### src/rtl/alu_pipe.sv
// alu_pipe: registered, handshaked ALU with a persistent {Z,C,N,O} flag
// register. Single-cycle ops complete at the accept edge; multi-bit shifts
// and rotates iterate one bit per cycle in the SHIFT state.
//
//   state | meaning
//   IDLE  | ready for a new op; single-cycle ops and shifts by 0/1 finish here
//   SHIFT | iterating a shift/rotate by k>=2, one bit per edge, cnt counts down
module alu_pipe #(
  parameter int WIDTH = 8
) (
  input  logic             clk,
  input  logic             rst,
  input  logic             in_valid,
  output logic             in_ready,
  input  logic [WIDTH-1:0] A,
  input  logic [WIDTH-1:0] B,
  input  logic [3:0]       FunSel,
  input  logic             flag_we,
  output logic [WIDTH-1:0] OutALU,
  output logic [3:0]       Flags,
  output logic             out_valid
);

  localparam int SHW = $clog2(WIDTH);
  localparam int MSB = WIDTH - 1;

  localparam logic [3:0] OP_A    = 4'b0000;
  localparam logic [3:0] OP_B    = 4'b0001;
  localparam logic [3:0] OP_NA   = 4'b0010;
  localparam logic [3:0] OP_NB   = 4'b0011;
  localparam logic [3:0] OP_ADD  = 4'b0100;
  localparam logic [3:0] OP_SUB  = 4'b0101;
  localparam logic [3:0] OP_CMP  = 4'b0110;
  localparam logic [3:0] OP_AND  = 4'b0111;
  localparam logic [3:0] OP_OR   = 4'b1000;
  localparam logic [3:0] OP_NAND = 4'b1001;
  localparam logic [3:0] OP_XOR  = 4'b1010;
  localparam logic [3:0] OP_LSL  = 4'b1011;
  localparam logic [3:0] OP_LSR  = 4'b1100;
  localparam logic [3:0] OP_ASL  = 4'b1101;
  localparam logic [3:0] OP_ASR  = 4'b1110;

  typedef enum logic {IDLE, SHIFT} state_t;

  state_t           state_q, state_d;
  logic [SHW-1:0]   cnt_q, cnt_d;
  logic [WIDTH-1:0] work_q, work_d;
  logic [3:0]       op_q, op_d;
  logic             fwe_q, fwe_d;
  logic             o_sh_q, o_sh_d;
  logic [WIDTH-1:0] out_q, out_d;
  logic [3:0]       flags_q, flags_d;
  logic             out_valid_q, out_valid_d;

  // completion bundle shared by the IDLE and SHIFT paths
  logic             done;
  logic [WIDTH-1:0] fin_res;
  logic             fin_c, fin_o, fin_upd_c, fin_upd_o, fin_upd_out, fin_we;
  logic [WIDTH:0]   sum;
  logic [WIDTH:0]   step_v;
  logic [SHW-1:0]   k;
  logic             o_next;

  // One shift/rotate step: returns {bit shifted out, new value}
  function automatic logic [WIDTH:0] shift_step(input logic [3:0] op,
                                                input logic [WIDTH-1:0] v);
    case (op)
      OP_LSL, OP_ASL: shift_step = {v[MSB], v[MSB-1:0], 1'b0};
      OP_LSR:         shift_step = {v[0], 1'b0, v[MSB:1]};
      OP_ASR:         shift_step = {v[0], v[MSB], v[MSB:1]};
      default:        shift_step = {v[0], v[0], v[MSB:1]};
    endcase
  endfunction

  // Next-state, datapath and completion logic
  always_comb begin
    state_d     = state_q;
    cnt_d       = cnt_q;
    work_d      = work_q;
    op_d        = op_q;
    fwe_d       = fwe_q;
    o_sh_d      = o_sh_q;
    out_d       = out_q;
    flags_d     = flags_q;
    out_valid_d = 1'b0;
    done        = 1'b0;
    fin_res     = '0;
    fin_c       = 1'b0;
    fin_o       = 1'b0;
    fin_upd_c   = 1'b0;
    fin_upd_o   = 1'b0;
    fin_upd_out = 1'b1;
    fin_we      = flag_we;
    sum         = '0;
    step_v      = '0;
    k           = B[SHW-1:0];
    o_next      = 1'b0;

    case (state_q)
      IDLE: begin
        if (in_valid) begin
          if (FunSel < OP_LSL) begin
            done = 1'b1;
            case (FunSel)
              OP_A:    fin_res = A;
              OP_B:    fin_res = B;
              OP_NA:   fin_res = ~A;
              OP_NB:   fin_res = ~B;
              OP_ADD: begin
                sum       = {1'b0, A} + {1'b0, B};
                fin_res   = sum[MSB:0];
                fin_c     = sum[WIDTH];
                fin_o     = (A[MSB] == B[MSB]) && (sum[MSB] != A[MSB]);
                fin_upd_c = 1'b1;
                fin_upd_o = 1'b1;
              end
              OP_SUB, OP_CMP: begin
                sum         = {1'b0, A} + {1'b0, ~B} + (WIDTH+1)'(1);
                fin_res     = sum[MSB:0];
                fin_c       = sum[WIDTH];
                fin_o       = (A[MSB] != B[MSB]) && (sum[MSB] != A[MSB]);
                fin_upd_c   = 1'b1;
                fin_upd_o   = 1'b1;
                fin_upd_out = (FunSel != OP_CMP);
              end
              OP_AND:  fin_res = A & B;
              OP_OR:   fin_res = A | B;
              OP_NAND: fin_res = ~(A & B);
              default: fin_res = A ^ B;
            endcase
          end else begin
            step_v = shift_step(FunSel, A);
            if (k == '0) begin
              // pass-through: only Z/N can change
              done    = 1'b1;
              fin_res = A;
            end else if (k == SHW'(1)) begin
              done      = 1'b1;
              fin_res   = step_v[MSB:0];
              fin_c     = step_v[WIDTH];
              fin_upd_c = 1'b1;
              fin_upd_o = (FunSel == OP_ASL);
              fin_o     = step_v[MSB] != A[MSB];
            end else begin
              work_d  = step_v[MSB:0];
              o_sh_d  = step_v[MSB] != A[MSB];
              cnt_d   = k - SHW'(1);
              op_d    = FunSel;
              fwe_d   = flag_we;
              state_d = SHIFT;
            end
          end
        end
      end
      default: begin
        step_v = shift_step(op_q, work_q);
        o_next = o_sh_q | (step_v[MSB] != work_q[MSB]);
        work_d = step_v[MSB:0];
        o_sh_d = o_next;
        cnt_d  = cnt_q - SHW'(1);
        if (cnt_q == SHW'(1)) begin
          done      = 1'b1;
          fin_res   = step_v[MSB:0];
          fin_c     = step_v[WIDTH];
          fin_upd_c = 1'b1;
          fin_upd_o = (op_q == OP_ASL);
          fin_o     = o_next;
          fin_we    = fwe_q;
          state_d   = IDLE;
        end
      end
    endcase

    if (done) begin
      out_valid_d = 1'b1;
      if (fin_upd_out) out_d = fin_res;
      if (fin_we) begin
        flags_d[3] = (fin_res == '0);
        flags_d[1] = fin_res[MSB];
        if (fin_upd_c) flags_d[2] = fin_c;
        if (fin_upd_o) flags_d[0] = fin_o;
      end
    end
  end

  // State and output registers with synchronous reset
  always_ff @(posedge clk) begin
    if (rst) begin
      state_q     <= IDLE;
      cnt_q       <= '0;
      work_q      <= '0;
      op_q        <= '0;
      fwe_q       <= 1'b0;
      o_sh_q      <= 1'b0;
      out_q       <= '0;
      flags_q     <= '0;
      out_valid_q <= 1'b0;
    end else begin
      state_q     <= state_d;
      cnt_q       <= cnt_d;
      work_q      <= work_d;
      op_q        <= op_d;
      fwe_q       <= fwe_d;
      o_sh_q      <= o_sh_d;
      out_q       <= out_d;
      flags_q     <= flags_d;
      out_valid_q <= out_valid_d;
    end
  end

  assign in_ready  = (state_q == IDLE);
  assign OutALU    = out_q;
  assign Flags     = flags_q;
  assign out_valid = out_valid_q;

endmodule

### config.mk
export PLATFORM = sky130hd
export DESIGN_NAME = alu_pipe
export DESIGN_NICKNAME = d
export VERILOG_FILES = /design/src/rtl/alu_pipe.sv
export SDC_FILE = /design/constraint.sdc
export NUM_CORES = 1
export LEC_CHECK = 0
export ABC_CLOCK_PERIOD_IN_PS = 3700
export CORE_ASPECT_RATIO = 0.6
export CORE_UTILIZATION = 45
export DETAILED_ROUTE_END_ITERATION = 10
export PLACE_DENSITY_LB_ADDON = 0.08
export SYNTH_ARGS = -nofsm -noshare
export SYNTH_HDL_FRONTEND = slang
export SYNTH_SLANG_ARGS = --single-unit
### constraint.sdc
create_clock -name clk -period 3.7 [get_ports clk]
set_input_delay 0.925 -clock clk [delete_from_list [all_inputs] [get_ports clk]]
set_output_delay 0.925 -clock clk [all_outputs]
set_load 0.005 [all_outputs]
==> qor.txt <==
Setup bufs post-CTS -> 0
Most frequent cells in the layout -> 59 x nor2_1, 45 x a21oi_1, 45 x buf_4, 42 x nand2_1, 37 x clkdlybuf4s50_1
Final Hold Vio Count -> 0
Synth unique cells -> 72
Total grt overflow -> 0
Req. time, crit path -> 3860 ps
# rows -> 24
Yosys reg bits -> 31
First-pass DRT Iterations -> 6
Total power divided by cell area -> 278.9 mW/mm2
Die span in x -> 117.5 um
Total Wirelength -> 12340 um
Relative slew slack -> 55.84%
# IOs -> 38
Die area -> 0.008376 mm2
Ys async rst share -> 0%
Post-CTS Hold Buffers -> 0
CTS max path bufs -> 2
Synth top area cells -> dfxtp_1 17%, ha_1 10%, a21oi_1 6.3%
Gpl congestion -> 0.9441
Share of layout cells above drive strength 1 -> 14.26%
Vias -> 4016
Placed cell areas -> 0.004352 mm2
Clk_skew -> 3.115 ps
Maximum VDD drop -> 0.1996 mV
Largest net degree at the start of global routing -> 43
Sequential fraction of the synthesis area -> 17.23%
Syn avg cell area -> 7.319 um2
Post-layout util -> 59.80%
Ys flop type -> dfxtp_1
CP Launch Type -> primary input
Vias in the first global route -> 3775
Root buffer cell -> clkbuf_16
Post-synth top area share -> 17.23%
Htree depth -> 2
Fill cells -> 694
Area Overhead vs Synth -> 24.67%
RSZ-0062 raised after global routing -> no
Final Power -> 1252 uW
Max Fclk -> 0.2937 GHz
Syn nets -> 547
Skew-Pair Late Insertion Delay -> 280 ps
Total of max-cap violations -> 0
Worst Path Arrival -> 3570 ps
Initial DRC Count -> 435
First-pass GRT wire length -> 20050 um
Max-slew violation count -> 0
DRC -> 0
Worst Hold Class -> reg2reg
Ant. Diodes -> 0
Fin crit share -> 92.01%
Crit end category -> flip-flop
TritonCTS buffer count -> 5
Most common cell after layout, fill and taps aside -> nor2_1
Slew of the pin with the lowest slew margin -> 645.7 ps
Crit Path Class -> in2reg
Routed vias/inst -> 6.103
Post_cts resized -> 0
Setup TNS Final -> 0 ps
Gr usage total -> 30.46%
Status -> finished clean
Drt wl/cell -> 18.76 um
IO Port Bufs -> 37
Area leader, netlist -> dfxtp_1
Core region area -> 0.007507 mm2
Post-Syn Area -> 0.003601 mm2
CTS sink count -> 31
Worst-path maximum fanout -> 3
Initial antenna violation count -> 0
Post-DP HPWL -> 9535 um
Post-synth EDFFs -> 0
YS warnings -> 0
Post-route ant nets -> 0
Starting Density -> 47.97%
Post-route cell area -> 0.004489 mm2
Chip Height -> 71.29 um
Post-synthesis cell count -> 492
CTS tree -> done
Nets@finish -> 608
P_leak -> 0.001846 uW
Hold slack -> 469.3 ps
Clock transition at the registers of the reported paths -> 50 ps
Setup violators final -> 0
Min Tclk post-route -> 3405 ps
-- critical path: stages --
cell	delay (ps)
clkdlybuf4s50_1	480
inv_1	60
ha_1	290
buf_4	110
a21o_1	130
nand4_1	210
a211oi_1	530
nor4_1	110
a2111oi_0	290
a21oi_1	190
mux2i_1	180
nor2_1	50
-- cells by family (layout without fill, tap and decap cells) --
kind of cell / Yosys count / count (layout) / share of synthesized area [%]
simple gates: 167 / 167 / 22.34
fa+ha+maj: 31 / 31 / 11.19
xor+xnor: 12 / 12 / 2.919
buf+inv: 62 / 124 / 8.165
compound gates: 166 / 166 / 31.58
mux: 23 / 23 / 6.567
flops: 31 / 31 / 17.23
-- synth_stat cells (all sizes together), types with 11 or more instances --
master / count
ha: 29
o21ai: 31
nor2: 61
a21oi: 45
buf: 20
a211oi: 15
dfxtp: 31
nor3: 11
a221oi: 11
inv: 29
mux2i: 18
nand2: 42
clkbuf: 12
-- layout make-up --
class | count | area (um2) | area share, %
sequential | 31 | 620.6 | 13.82
multi-input combinational | 399 | 2686 | 59.84
clock buffer | 7 | 132.6 | 2.954
inverter | 30 | 126.4 | 2.815
clock inverter | 1 | 5.005 | 0.1115
tap | 104 | 130.1 | 2.899
timing repair buffer | 86 | 788.3 | 17.56
-- sequential cells by signal, indices dropped and copies added, names as in the netlist --
| name | flops |
|---|---|
| fwe_q | 1 |
| o_sh_q | 1 |
| work_q | 8 |
| out_valid | 1 |
| op_q | 4 |
| state_q | 1 |
| Flags | 4 |
| OutALU | 8 |
| cnt_q | 3 |
-- worst paths after layout --
| kind | start | end | slack (ps) | cells past startpoint |
|---|---|---|---|---|
| setup / recovery | B[1] | OutALU[7] | 300 | 12 |
| hold reg to reg | fwe_q | fwe_q | 470 | 2 |
| setup reg to reg | op_q[1] | OutALU[7] | 1200 | 8 |
| hold / removal | fwe_q | fwe_q | 470 | 2 |
-- layer usage --
layer / vias up / GRT usage, % / share of wire (%)
li1: 1920 / - / -
met1: 1891 / 46.93 / 50
met2: 189 / 44.44 / 40
met3: 16 / 5.414 / 9.4
met4: 0 / 4.843 / 0.87
met5: - / 0 / 0
-- power by group --
part,switching (uW),internal (uW)
clock,148,248
sequential,15.0,355
combinational,271,215
total,434,819
-- per-stage QoR --
| stage | setup WS (ps) | std cells |
|---|---|---|
| final | 295.5 | 658 |
| after global routing | 71.01 | 658 |
| after CTS | 358.7 | 658 |
| after detailed placement | 77.19 | 650 |
| after global placement | 3.024 | 650 |
| after floorplan | 817.1 | 492 |
No activity file was read; power rests on OpenSTA's default activity.
